$ cat config.mk
export PLATFORM = sky130hd
export DESIGN_NAME = mem_port_arbiter
export DESIGN_NICKNAME = d
export VERILOG_FILES = /design/src/rtl/mem_port_arbiter.sv
export SDC_FILE = /design/constraint.sdc
export NUM_CORES = 1
export LEC_CHECK = 0
export CORE_UTILIZATION = 34
export DETAILED_ROUTE_END_ITERATION = 10
export PLACE_DENSITY = 0.69
export SETUP_SLACK_MARGIN = 0.3
export SKIP_LAST_GASP = 1
export SYNTH_ARGS = -nofsm -noshare
export SYNTH_HDL_FRONTEND = slang
export SYNTH_SLANG_ARGS = --single-unit
$ cat constraint.sdc
create_clock -name clk -period 6.89 [get_ports clk]
set_input_delay 1.0335 -clock clk [delete_from_list [all_inputs] [get_ports clk]]
set_output_delay 1.0335 -clock clk [all_outputs]
set_load 0.1 [all_outputs]
$ cat src/rtl/mem_port_arbiter.sv
`default_nettype none
// ============================================================================
// Module   : mem_port_arbiter
// Purpose  : shares one memory port between instruction fetch and data access.
// Revision : 1.0
// ============================================================================
module mem_port_arbiter #(
  parameter int DATA_WIDTH   = 32,
  parameter int ADDR_WIDTH   = 32,
  parameter int STARVE_LIMIT = 4
) (
  input  logic                    clk,
  input  logic                    rst,
  input  logic                    i_req,
  input  logic [ADDR_WIDTH-1:0]   i_addr,
  output logic [DATA_WIDTH-1:0]   i_rdata,
  output logic                    i_ready,
  input  logic                    d_req,
  input  logic                    d_we,
  input  logic [ADDR_WIDTH-1:0]   d_addr,
  input  logic [DATA_WIDTH-1:0]   d_wdata,
  input  logic [DATA_WIDTH/8-1:0] d_be,
  output logic [DATA_WIDTH-1:0]   d_rdata,
  output logic                    d_ready,
  output logic                    mem_req,
  output logic                    mem_we,
  output logic [ADDR_WIDTH-1:0]   mem_addr,
  output logic [DATA_WIDTH-1:0]   mem_wdata,
  output logic [DATA_WIDTH/8-1:0] mem_be,
  input  logic                    mem_ack,
  input  logic [DATA_WIDTH-1:0]   mem_rdata,
  output logic                    stall_f,
  output logic                    stall_m
);

  localparam int c_BE_W  = DATA_WIDTH / 8;
  localparam int c_CNT_W = $clog2(STARVE_LIMIT + 1);
  localparam logic [c_CNT_W-1:0] c_STARVE_MAX = c_CNT_W'(STARVE_LIMIT);

  localparam logic [2:0] c_IDLE   = 3'd0;
  localparam logic [2:0] c_BUSY_I = 3'd1;
  localparam logic [2:0] c_BUSY_D = 3'd2;
  localparam logic [2:0] c_RESP_I = 3'd3;
  localparam logic [2:0] c_RESP_D = 3'd4;

  logic [2:0]         r_state;
  logic [c_CNT_W-1:0] r_starveCnt;
  logic               w_grantD;
  logic               w_grantI;

  // D wins ties until I has been passed over STARVE_LIMIT times in a row
  always_comb begin
    w_grantD = d_req & (~i_req | (r_starveCnt != c_STARVE_MAX));
    w_grantI = i_req & ~w_grantD;
  end

  assign i_ready = (r_state == c_RESP_I);
  assign d_ready = (r_state == c_RESP_D);
  assign stall_f = i_req & ~i_ready;
  assign stall_m = d_req & ~d_ready;

  always_ff @(posedge clk or posedge rst) begin
    if (rst) begin
      r_state     <= c_IDLE;
      r_starveCnt <= '0;
      mem_req     <= 1'b0;
      mem_we      <= 1'b0;
      mem_addr    <= '0;
      mem_wdata   <= '0;
      mem_be      <= '0;
      i_rdata     <= '0;
      d_rdata     <= '0;
    end else begin
      case (r_state)
        c_IDLE: begin
          if (w_grantD) begin
            mem_req   <= 1'b1;
            mem_we    <= d_we;
            mem_addr  <= d_addr;
            mem_wdata <= d_wdata;
            mem_be    <= d_we ? d_be : {c_BE_W{1'b1}};
            r_state   <= c_BUSY_D;
            if (!i_req) begin
              r_starveCnt <= '0;
            end else if (r_starveCnt != c_STARVE_MAX) begin
              r_starveCnt <= r_starveCnt + 1'b1;
            end
          end else if (w_grantI) begin
            mem_req     <= 1'b1;
            mem_we      <= 1'b0;
            mem_addr    <= i_addr;
            mem_wdata   <= '0;
            mem_be      <= {c_BE_W{1'b1}};
            r_state     <= c_BUSY_I;
            r_starveCnt <= '0;
          end
        end
        c_BUSY_I: begin
          if (mem_ack) begin
            i_rdata <= mem_rdata;
            mem_req <= 1'b0;
            r_state <= c_RESP_I;
          end
        end
        c_BUSY_D: begin
          if (mem_ack) begin
            if (!mem_we) begin
              d_rdata <= mem_rdata;
            end
            mem_req <= 1'b0;
            r_state <= c_RESP_D;
          end
        end
        c_RESP_I, c_RESP_D: r_state <= c_IDLE;
        default:            r_state <= c_IDLE;
      endcase
    end
  end

endmodule
`default_nettype wire
==> results.md, run 1 <==
* Status: finished clean
* Most crowded layer after global routing: met2
* Hold WC Path Type: reg -> reg
* Sequential-to-total area share from yosys stat at 0.606
* Post-CTS sizing at 0
* Commonest non-fill, non-tap cells in the layout: clkdlybuf4s50_1, dfrtp_1, mux2_2
* CTS Buf Count at 17
* I/O Buffers at 275
* Iter 0 DRT Violations at around 180
* Flop and latch count out of synthesis at 140
* Final hold violations at 0
* Antenna violations before repair at 0
* Routed vias/inst at 5.16
* Library cells used by synthesis at 39
* Die height at 132 µm
* Minimum clock period at 4.40 ns
* Max transition margin at 0.186
* First-pass GRT wire length at 26.3 mm
* Unrepaired setup endpoints after global routing: no
* Post-Syn Nets at 558
* Initial Utilization at 0.348
* Hold_buf cts at 0
* Met3 Use GR at 0.0496
* Max-cap viol count at 0
* Worst skew pair latency at just over 0.4 ns
* Commonest non-fill, non-tap cell in the layout: clkdlybuf4s50_1
* Clock sinks at 140
* Final net count at between 800 and 900
* I/O pin total at roughly 280
* GPL Wtd Cong at 0.790
* Period utilisation layout at 0.638
* CTS tree: done
* Worst slew pin tran at 1.22 ns
* WL/cell at 18.3 µm
* Number of synthesized flops with an enable pin at 0
* Die Area at 17500 µm²
* Dpl hpwl at 11.2 mm
* Worst-path clk slew at roughly 0.06 ns
* Die W at 132 µm
* FMAX at 227 MHz
* GR Util met1 at 0.242
* Slew Viols, Final at 0
* Htree depth at 4
* Setup CP Type: in -> out
* Detailed-route DRC error count at 0
* Layout cell share with drive strength beyond 1 at 0.143
* Total global-route track usage at 0.192
* Drt first pass iters at 4
* Final Skew at roughly 0.0097 ns
* Root Buffer: clkbuf_16
* Total gr overflow at 0
* Syn Area/Cell at 13.8 µm²
* Setup violators final at 0
* Mapped Area at a little under 6000 µm²
* Synth Warn # at 0
* Post-DRT Antenna Nets at 0
* DR vias at 4710
* Core area at 16600 µm²
* Most common flop cell mapped by yosys: dfrtp_1
* P&R area growth vs syn at 60.7%
* WP data arrival at 3.36 ns
* WL final at ~17 mm
* Cells after synthesis at 418
* Max clock buf depth at 2
* ANT cells at 0
* CP Max Fanout at 34
* Vias in the first global route at 4911
* Final core utilization at 0.560
* Pin count of the biggest net entering global routing at 93
* Post CTS Setup Buffer Count at 0
* Fin Setup TNS at 0 ns
* Fraction of registers with async set/reset at 1.00
* CP endpoint kind: output pin
* Row count at 47
* GR Util met2 at 0.309
* Crit path required time at 5.86 ns
* Setup crit start kind: input port
cell type report:
class	instances	area (µm²)
Inverter	5	23.8
Multi-Input combinational cell	234	2050
Tap cell	220	275
Fill cell	1387	7300
Clock inverter	12	184
Clock buffer	20	447
Timing Repair Buffer	282	2810
Sequential cell	140	3500
worst max-delay path: stages:
cell	delay [ns]
clkdlybuf4s50_1	0.48
inv_1	0.43
nor2_1	0.24
clkdlybuf4s50_1	1.15
synth_stat cells, types with 2 or more instances:
| library cell | n | area [µm²] |
|---|---|---|
| buf_2 | 8 | 40.0 |
| inv_1 | 5 | 18.8 |
| a311oi_1 | 32 | 280 |
| o22a_1 | 4 | 35.0 |
| dfrtp_1 | 140 | 3500 |
| a2bb2oi_1 | 32 | 280 |
| mux2_2 | 56 | 631 |
| and3_1 | 2 | 12.5 |
| o21ai_0 | 33 | 165 |
| a22o_1 | 34 | 298 |
| ha_1 | 2 | 25.0 |
| nor2_1 | 3 | 11.3 |
| mux2_1 | 9 | 101 |
| nand2_1 | 4 | 15.0 |
| nor2b_1 | 3 | 18.8 |
| buf_6 | 7 | 78.8 |
| clkbuf_1 | 20 | 75.1 |
| buf_4 | 3 | 22.5 |
cell families (layout without fill, tap and decap cells):
kind of cell,count (synthesis),after routing,share of synthesized area
AO/OA/AOI/OAI,143,143,0.193
flip-flops,140,140,0.606
multiplexers,65,65,0.127
buffers and inverters,44,319,0.0414
AND/OR/NAND/NOR,24,24,0.0286
adder cells (fa/ha/maj),2,2,0.00433
through the flow:
step / instance area [µm²] / hold WS (ns) / cells / setup WS (ns)
6_report: 9290 / 0.487 / 913 / 2.49
5_1_grt: 9290 / 0.517 / 913 / 2.41
4_1_cts: 9290 / 0.489 / 913 / 2.50
3_5_place_dp: 8650 / 0.476 / 881 / 2.50
3_3_place_gp: 8650 / 0.468 / 881 / 2.52
2_1_floorplan: 5780 / 0.491 / 418 / 2.10
state kept, by name (all words and copies together), names as in the netlist:
name	count
mem_wdata	32
mem_we	1
i_rdata	32
mem_req	1
mem_be	4
r_state	3
r_starveCnt	3
d_rdata	32
mem_addr	32
metal layers:
layer	wire length (µm)	part of all wire
met1	7170	0.43
met2	8100	0.48
met3	1010	0.061
met4	444	0.027
met5	0	0
path summary, 6_finish.rpt:
| kind | cells past startpoint | slack (ns) | start | endpoint |
|---|---|---|---|---|
| hold reg to reg | 1 | 0.49 | d_rdata[3] | d_rdata[3] |
| min in group asynchronous | 2 | 1.02 | rst | mem_wdata[7] |
| setup reg to reg | 5 | 4.15 | r_starveCnt[0] | r_starveCnt[1] |
| max in group asynchronous | 3 | 4.30 | rst | d_rdata[16] |
| hold / removal | 1 | 0.49 | d_rdata[3] | d_rdata[3] |
| setup / recovery | 4 | 2.49 | d_req | stall_m |
Power of run 1 is left out: the tool's default activity adds up to more than one toggle a clock period on the data nets, which glitch-free logic cannot reach.
==> run 2: changes to the inputs <==
- clock period: 6.89 -> 4.4 ns (I/O delays scaled with it)
==> run 2 against run 1 <==
Utilization is 0.30 points higher; critical endpoint unchanged; worst hold slack better by 0.0030 ns; die area stayed put.
==> results.md, run 2 (synthesis gave the netlist of run 1 again) <==
* FMAX at 287 MHz
* Reg2Reg Launch Point: r_state[1] (was r_starveCnt[0])
* I/O pin total at 276 (unchanged)
* DR vias at 4697 (was 4710)
* CTS tree: done (unchanged)
* Final hold violations at 0 (unchanged)
* Slew Viols, Final at 0 (unchanged)
* Worst slew pin tran at 1.20 ns (was 1.22 ns)
* Final core utilization at 0.563 (was 0.560)
* Detailed-route DRC error count at 0 (unchanged)
* Commonest non-fill, non-tap cell in the layout: clkdlybuf4s50_1 (unchanged)
* First-pass GRT wire length at 26.3 mm (about the same)
* Routed vias/inst at 5.13 (was 5.16)
* Max transition margin at 0.197 (was 0.186)
* Hold_buf cts at 0 (unchanged)
* CTS Buf Count at 17 (unchanged)
* Worst-path clk slew at 0.06 ns (about the same)
* Commonest non-fill, non-tap cells in the layout: clkdlybuf4s50_1, dfrtp_1, mux2_2 (unchanged)
* Row count at 47 (unchanged)
* ANT cells at 0 (unchanged)
* Iter 0 DRT Violations at 246 (was 184)
* CP endpoint kind: output pin (unchanged)
* Fin Setup TNS at 0 ns (unchanged)
* Final Skew at 0.00595 ns (was 0.00968 ns)
* I/O Buffers at 275 (unchanged)
* Status: finished clean (unchanged)
* Unrepaired setup endpoints after global routing: no (unchanged)
* Worst Hold Depth at 1 (unchanged)
* Pin count of the biggest net entering global routing at 92 (was 93)
* Crit Reg-Reg Endpoint: mem_wdata[5] (was r_starveCnt[1])
* Hold Crit Endpoint: d_rdata[2] (was d_rdata[3])
* Layout cell share with drive strength beyond 1 at 0.150 (was 0.143)
* Hold_ws at 0.490 ns (was 0.487 ns)
* Total global-route track usage at 0.193 (was 0.192)
* Core area at 16600 µm² (unchanged)
* WP data arrival at 2.82 ns (was 3.36 ns)
* Final net count at 822 (was 820)
* P&R area growth vs syn at 61.6% (was 60.7%)
* WL final at 16.5 mm (was 16.7 mm)
* Htree depth at 4 (unchanged)
* Vias in the first global route at 5050 (was 4911)
* Post CTS Setup Buffer Count at 0 (unchanged)
* FF-to-FF setup slack at 1.96 ns (was 4.15 ns)
* Dpl hpwl at 11.3 mm (was 11.2 mm)
* Post-CTS sizing at 0 (unchanged)
* Post-Layout Cell Count at 915 (was 913)
* Clock sinks at 140 (unchanged)
* Crit path required time at 3.74 ns (was 5.86 ns)
* Period utilisation layout at 0.792
* Worst skew pair latency at 0.41 ns (about the same)
* R2R depth at 4 (was 5)
* Setup CP Type: in -> out (unchanged)
* Hold Startpoint: d_rdata[2] (was d_rdata[3])
* Antenna violations before repair at 0 (unchanged)
* Minimum clock period at 3.48 ns
* Max clock buf depth at 2 (unchanged)
* Initial Utilization at 0.348 (unchanged)
* GPL Wtd Cong at 0.801 (was 0.790)
* Root Buffer: clkbuf_16 (unchanged)
* Placed Cells at 883 (was 881)
* Total gr overflow at 0 (unchanged)
* Post-DRT Antenna Nets at 0 (unchanged)
* Hold WC Path Type: reg -> reg (unchanged)
* Die Area at 17500 µm² (unchanged)
* Setup crit start kind: input port (unchanged)
* Die W at 132 µm (unchanged)
* WL/cell at 18.0 µm (was 18.3 µm)
* Max-cap viol count at 0 (unchanged)
* Setup violators final at 0 (unchanged)
* Die height at 132 µm (unchanged)
* Drt first pass iters at 5 (was 4)
* CP Max Fanout at 20 (was 34)
[run 2: changes by cell type in the layout (fill, tap and decap cells not counted), sizes merged, moves of 2 or more]
cell / change
buf: +4
clkinv: +3
clkinvlp: +2
clkbuf: -2
inv: -4
clkdlybuf4s50: -2
[run 2: worst max path at each step]
stage,start,to,slack [ns],cells after the start
2_1_floorplan,r_state[1],stall_f,1.30,2
3_3_place_gp,d_req,stall_m,0.99,5
3_5_place_dp,d_req,r_starveCnt[1],0.90,4
4_1_cts,d_req,stall_m,0.95,5
5_1_grt,d_req,stall_m,0.79,5
6_report,d_req,stall_m,0.92,5
[run 2: through the flow]
stage          instance area (µm²)  setup WS, ns
4_1_cts                       9340         0.952
5_1_grt                       9340         0.795
3_3_place_gp                  8690         0.991
3_5_place_dp                  8690         0.901
6_report                      9340         0.917
2_1_floorplan                 5780          1.30
[run 2: area by class of cell]
type | instances | area, µm²
fill | 1366 | 7250
sequential | 140 | 3500
timing repair buffer | 284 | 2840
multi-input combinational | 234 | 2050
clock buffer | 18 | 429
tap | 220 | 275
clock inverter | 14 | 218
inverter | 5 | 22.5
[run 2: layer usage]
layer / wire (µm) / track usage
met5: 0 / 0
met3: 1030 / 0.0515
met1: 6970 / 0.231
met4: 527 / 0.0983
met2: 7940 / 0.321
[run 2: worst max-delay path, cell delays in order]
cell and delay [ns]:
clkdlybuf4s50_1 0.95, inv_1 0.44, buf_4 0.33, nor2_1 0.22
buf_12 0.21
Power of run 2 is left out for the same reason.
==> run 3: changes to the inputs <==
- clock period: 4.4 -> 3.6 ns (I/O delays scaled with it)
==> run 3 against run 2 <==
Routed wire length rose by 1.3%; cell count rose by 0.33%; first-iteration DRC count fell by 16%; via count barely moved; non-clock buffer count rose by 2; utilization fell by 0.14 points; clock skew barely moved; highest routed layer unchanged.
==> results.md, run 3 (synthesis gave the netlist of run 1 again) <==
* Layout cell share with drive strength beyond 1 at 0.155 (was 0.150)
* Die W at 132 µm (unchanged)
* Setup CP Type: reg -> out (was in -> out)
* Max-cap viol count at 0 (unchanged)
* P&R area growth vs syn at 61.2% (was 61.6%)
* WP data arrival at 2.03 ns (was 2.82 ns)
* CP Max Fanout at 3 (was 20)
* Commonest non-fill, non-tap cells in the layout: clkdlybuf4s50_1, dfrtp_1, mux2_2 (unchanged)
* Commonest non-fill, non-tap cell in the layout: clkdlybuf4s50_1 (unchanged)
* I/O Buffers at 275 (unchanged)
* Die height at 132 µm (unchanged)
* Final net count at 824 (was 822)
* Hold WC Path Type: reg -> reg (unchanged)
* Post-DRT Antenna Nets at 0 (unchanged)
* Crit path required time at 3.06 ns (was 3.74 ns)
* FMAX at 389 MHz
* CTS Buf Count at 17 (unchanged)
* Total gr overflow at 0 (unchanged)
* CTS tree: done (unchanged)
* Htree depth at 4 (unchanged)
* Total global-route track usage at 0.194 (was 0.193)
* Iter 0 DRT Violations at 206 (was 246)
* Minimum clock period at about 2.6 ns
* First-pass GRT wire length at 26.5 mm (was 26.3 mm)
* Max transition margin at 0.183 (was 0.197)
* Antenna violations before repair at 1 (was 0)
* DR vias at 4698 (was 4697)
* Final hold violations at 0 (unchanged)
* Hold_buf cts at 0 (unchanged)
* Die Area at 17500 µm² (unchanged)
* Pin count of the biggest net entering global routing at 61 (was 92)
* Worst skew pair latency at 0.41 ns (about the same)
* Max clock buf depth at 2 (unchanged)
* Critical-path top delay cell: clkdlybuf4s50_1 (unchanged)
* Slew Viols, Final at 0 (unchanged)
* CP endpoint kind: output pin (unchanged)
* Clock sinks at 140 (unchanged)
* Row count at 47 (unchanged)
* Drt first pass iters at 4 (was 5)
* FILL cells at 1411 (was 1366)
* Status: finished clean (unchanged)
* Setup violators final at 0 (unchanged)
* Critical-path cell list: clkdlybuf4s50_1 (was clkdlybuf4s50_1 > inv_1 > buf_4 > nor2_1 > buf_12)
* Detailed-route DRC error count at 0 (unchanged)
* Post CTS Setup Buffer Count at 0 (unchanged)
* Worst slew pin tran at 1.22 ns (was 1.20 ns)
* Dpl hpwl at 11.3 mm (about the same)
* Period utilisation layout at 0.715
* Vias in the first global route at 4994 (was 5050)
* Fin Setup TNS at 0 ns (unchanged)
* Routed vias/inst at 5.12 (was 5.13)
* Setup crit start kind: flip-flop (was input port)
* Initial Utilization at 0.348 (unchanged)
* Buffer and inverter count on the worst path at 1 (was 4)
* Final Skew at 0.00581 ns (was 0.00595 ns)
* Core area at 16600 µm² (unchanged)
* Worst-path clk slew at 0.06 ns (about the same)
* GPL Wtd Cong at 0.766 (was 0.801)
* WL/cell at 18.2 µm (was 18.0 µm)
* Unrepaired setup endpoints after global routing: no (unchanged)
* I/O pin total at 276 (unchanged)
* Post-CTS sizing at 0 (unchanged)
* Root Buffer: clkbuf_16 (unchanged)
* CP top delay family: buffers and inverters (unchanged)
* CP max stage delay at 1.22 ns (was 0.95 ns)
* WL final at 16.7 mm (was 16.5 mm)
-- run 3: changes by cell type in the layout (fill, tap and decap cells not counted), sizes merged --
cell and delta:
buf +4, diode +1, bufinv -2, clkdlybuf4s50 -2, clkinvlp +1, inv +1
-- run 3: metal layers --
layer / vias up / part of all wire / GRT usage / wire (µm)
met1: 2327 / 0.43 / 0.234 / 7150
met5: - / 0 / 0 / 0
met3: 26 / 0.065 / 0.0561 / 1090
li1: 2139 / - / - / -
met2: 206 / 0.48 / 0.327 / 8090
met4: 0 / 0.021 / 0.0715 / 358
-- run 3: path summary, 6_finish.rpt --
path                                      from        endpoint  slack, ns  cells after the start
worst max register to register  r_starveCnt[0]  r_starveCnt[1]       1.37                      5
max in group asynchronous                  rst     d_rdata[24]       2.12                      3
worst max-delay path                    mem_we          mem_we       1.03                      1
min in group asynchronous                  rst    mem_wdata[6]       0.67                      2
worst min register to register     d_rdata[10]     d_rdata[10]       0.49                      1
worst min-delay path               d_rdata[10]     d_rdata[10]       0.49                      1
-- run 3: final cells by class --
class	count	area, µm²	share of cell area
repair buffers	286	2860	0.307
flip-flops and latches	140	3500	0.376
clock buffers	18	429	0.0461
multi-input cells	234	2050	0.220
diodes	1	2.50	0.000269
well taps	220	275	0.0296
clock inverters	14	170	0.0183
inverters	5	22.5	0.00242
-- run 3: per-stage QoR --
stage / area [µm²] / utilization / hold slack (ns) / setup slack (ns) / cells
final: 9310 / 0.562 / 0.488 / 1.03 / 918
after detailed placement: 8710 / 0.525 / 0.479 / 0.904 / 885
after floorplan: 5780 / - / 0.491 / 0.617 / 418
after global placement: 8710 / 0.525 / 0.467 / 0.983 / 885
after CTS: 9310 / 0.561 / 0.493 / 1.00 / 917
after global routing: 9310 / 0.561 / 0.514 / 0.995 / 917
Power of run 3 is left out for the same reason.
==> edit, RTL diff (flow settings as in run 3) <==
Change the parameter `STARVE_LIMIT` from 4 to 2.
--- a/src/rtl/mem_port_arbiter.sv
+++ b/src/rtl/mem_port_arbiter.sv
@@ -8,5 +8,5 @@
   parameter int DATA_WIDTH   = 32,
   parameter int ADDR_WIDTH   = 32,
-  parameter int STARVE_LIMIT = 4
+  parameter int STARVE_LIMIT = 2
 ) (
   input  logic                    clk,
Formal check against the unedited RTL: not equivalent (Yosys sat finds a counterexample within 10 cycles, from zero or initial values and one cycle with rst high).
==> edit against run 3 <==
- first-iteration DRC count decreased by 25%
- sequential share of layout area increased by 0.19 points
- sequential cell count decreased by 1
- area after synthesis shrank 3.3%
- die area shrank 3.3%
- final area shrank 1.2%
- via count fell by 9.6%
- non-clock buffer count fell by 1
- routed wire length shrank 7.8%
- setup slack improved by 91 ps
Power is left out: the tool's default activity adds up to more than one toggle a clock period on the data nets, which glitch-free logic cannot reach.
==> edit: results (changes against run 3) <==
* Count of cell types in the netlist at 34 (-13%)
* Area of placed instances at 8543 µm² (-1.9%)
* Fraction of layout instances using a drive strength above 1 at 23.05% (+7.6 points)
* Root Buffer: clkbuf_16
* TritonCTS buffer count at 17 (unchanged)
* Result of the run: finished, final reports clean
* Total detailed-routing wirelength at 15,380 µm (-7.8%)
* Delay of the slowest cell on the worst path at 1150 ps (-70 ps)
* Antenna violations before repair at 0 (-1)
* Count of port buffers added during placement at 275 (unchanged)
* Final-layout fill cell count at 1,313 (-6.9%)
* Clock Latency Late Sink at 410 ps (about the same)
* Length in cells of the worst reg-to-reg path at 4 (-1)
* Overall Global Routing Usage at 18.32% (-1.0 points)
* Async SR Flop Fraction at 100.0% (unchanged)
* Minimum setup slack among reg-to-reg paths at 1300 ps (-70 ps)
* Global-route wire length before repair at 23,170 µm (-12%)
* DR vias/cell at 4.877 (-4.7%)
* Share of synthesized area occupied by flip-flops and latches at 62.26% (+1.6 points)
* Number of gates resized after CTS at 0 (unchanged)
* DRC violation total after the first TritonRoute iteration at 154 (-25%)
* Register clock-pin slew on the reported worst setup and hold paths at 60 ps (about the same)
* Vias in the first global route at 4,400 (-12%)
* Max Fanout on Critical Path at 2 (-1)
* Pin count of the biggest net entering global routing at 70 (+15%)
* Capture instance of the worst register-to-register path: mem_be[2]
* Worst hold path class: primary input to asynchronous set/reset pin
* Startpoint of the most critical setup path: mem_be[2]
* Critical-path top delay cell: clkdlybuf4s50_1
* Util after Layout at 57.71% (+1.6 points)
* Maximum buffer depth of the clock tree at 2 (unchanged)
* Count of nets after finishing at 782 (-5.1%)
* Layout Skew at 7.528 ps (+1.716 ps)
* Weighted congestion at the end of routability-driven global placement at 0.7287 (-4.9%)
* Top cell family by delay on the critical path: buffers and inverters
* Synthesized Nets at 508 (-9.0%)
* Post-CTS Repair Setup Buffers at 0 (unchanged)
* Endpoint of the most critical setup path: mem_be[2]
* Arrival time worst endpoint at 1940 ps (-90 ps)
* Worst max-slew margin expressed relative to the limit at 31.15% (+13 points)
* H-tree levels at 4 (unchanged)
* Warnings from Yosys at 0 (unchanged)
* Biggest area contributors in the synthesized netlist: dfrtp_1 (62%), mux2_2 (12%), o221a_2 (6.2%)
* Most common library cells after synthesis: dfrtp_1 (139), mux2_2 (61), nand3b_1 (36), a22o_1 (32), o221a_2 (31)
* Post-synth EDFFs at 0 (unchanged)
* Total iterations of the first detailed-routing run at 4 (unchanged)
* Antenna fix cells at 0 (-1)
* Launching point of the worst reg2reg path: r_state[1]
* Detailed Place HPWL at 11,120 µm (-1.8%)
==> edit: metrics by stage <==
stage                     cells  worst slack, ps
after floorplan             369            397.6
after global placement      840             1045
after detailed placement    840            986.3
after CTS                   871             1084
after global routing        871             1064
final                       871             1118
==> edit: final cells by class <==
cell class / count / share of cell area (%)
Clock buffer: 21 / 5.114
Sequential cell: 139 / 37.81
Tap cell: 216 / 2.938
Clock inverter: 10 / 2.026
Timing Repair Buffer: 285 / 30.76
Multi-Input combinational cell: 197 / 21.19
Inverter: 3 / 0.1632
==> edit: cells by family (layout without fill, tap and decap cells) <==
family	count (synthesis)	in the layout	synth area share, %
flops	139	139	62.26
buf+inv	33	319	3.382
mux	70	70	14.54
fa+ha+maj	1	1	0.2239
compound gates	71	71	12.39
xor+xnor	1	1	0.1568
simple gates	54	54	7.055
==> edit: worst reg2reg max path: cells and delay by family (launching register included) <==
family                 cells  cell delay, ps
muxes                      1             410
and+or+nand+nor            1             620
DFF                        1             540
buffers and inverters      1             410
AOI/OAI and AO/OA          1             210
==> edit: how the worst min path moves through the flow <==
stage / startpoint / end / depth (start not counted) / slack, ps
2_1_floorplan: r_starveCnt[1] / r_starveCnt[1] / 1 / 460
3_3_place_gp: r_starveCnt[1] / r_starveCnt[1] / 1 / 480
3_5_place_dp: r_starveCnt[1] / r_starveCnt[1] / 1 / 490
4_1_cts: rst / d_rdata[2] / 2 / 450
5_1_grt: rst / d_rdata[2] / 2 / 460
6_report: rst / d_rdata[2] / 2 / 450
==> edit: per-layer routing <==
| metal | global-route usage (%) | wire length [µm] | vias up |
|---|---|---|---|
| met1 | 21.22 | 6111 | 2084 |
| met5 | 0 | 0 | - |
| met2 | 30.82 | 7612 | 200 |
| li1 | - | - | 1938 |
| met4 | 7.250 | 339 | 0 |
| met3 | 6.601 | 1320 | 26 |
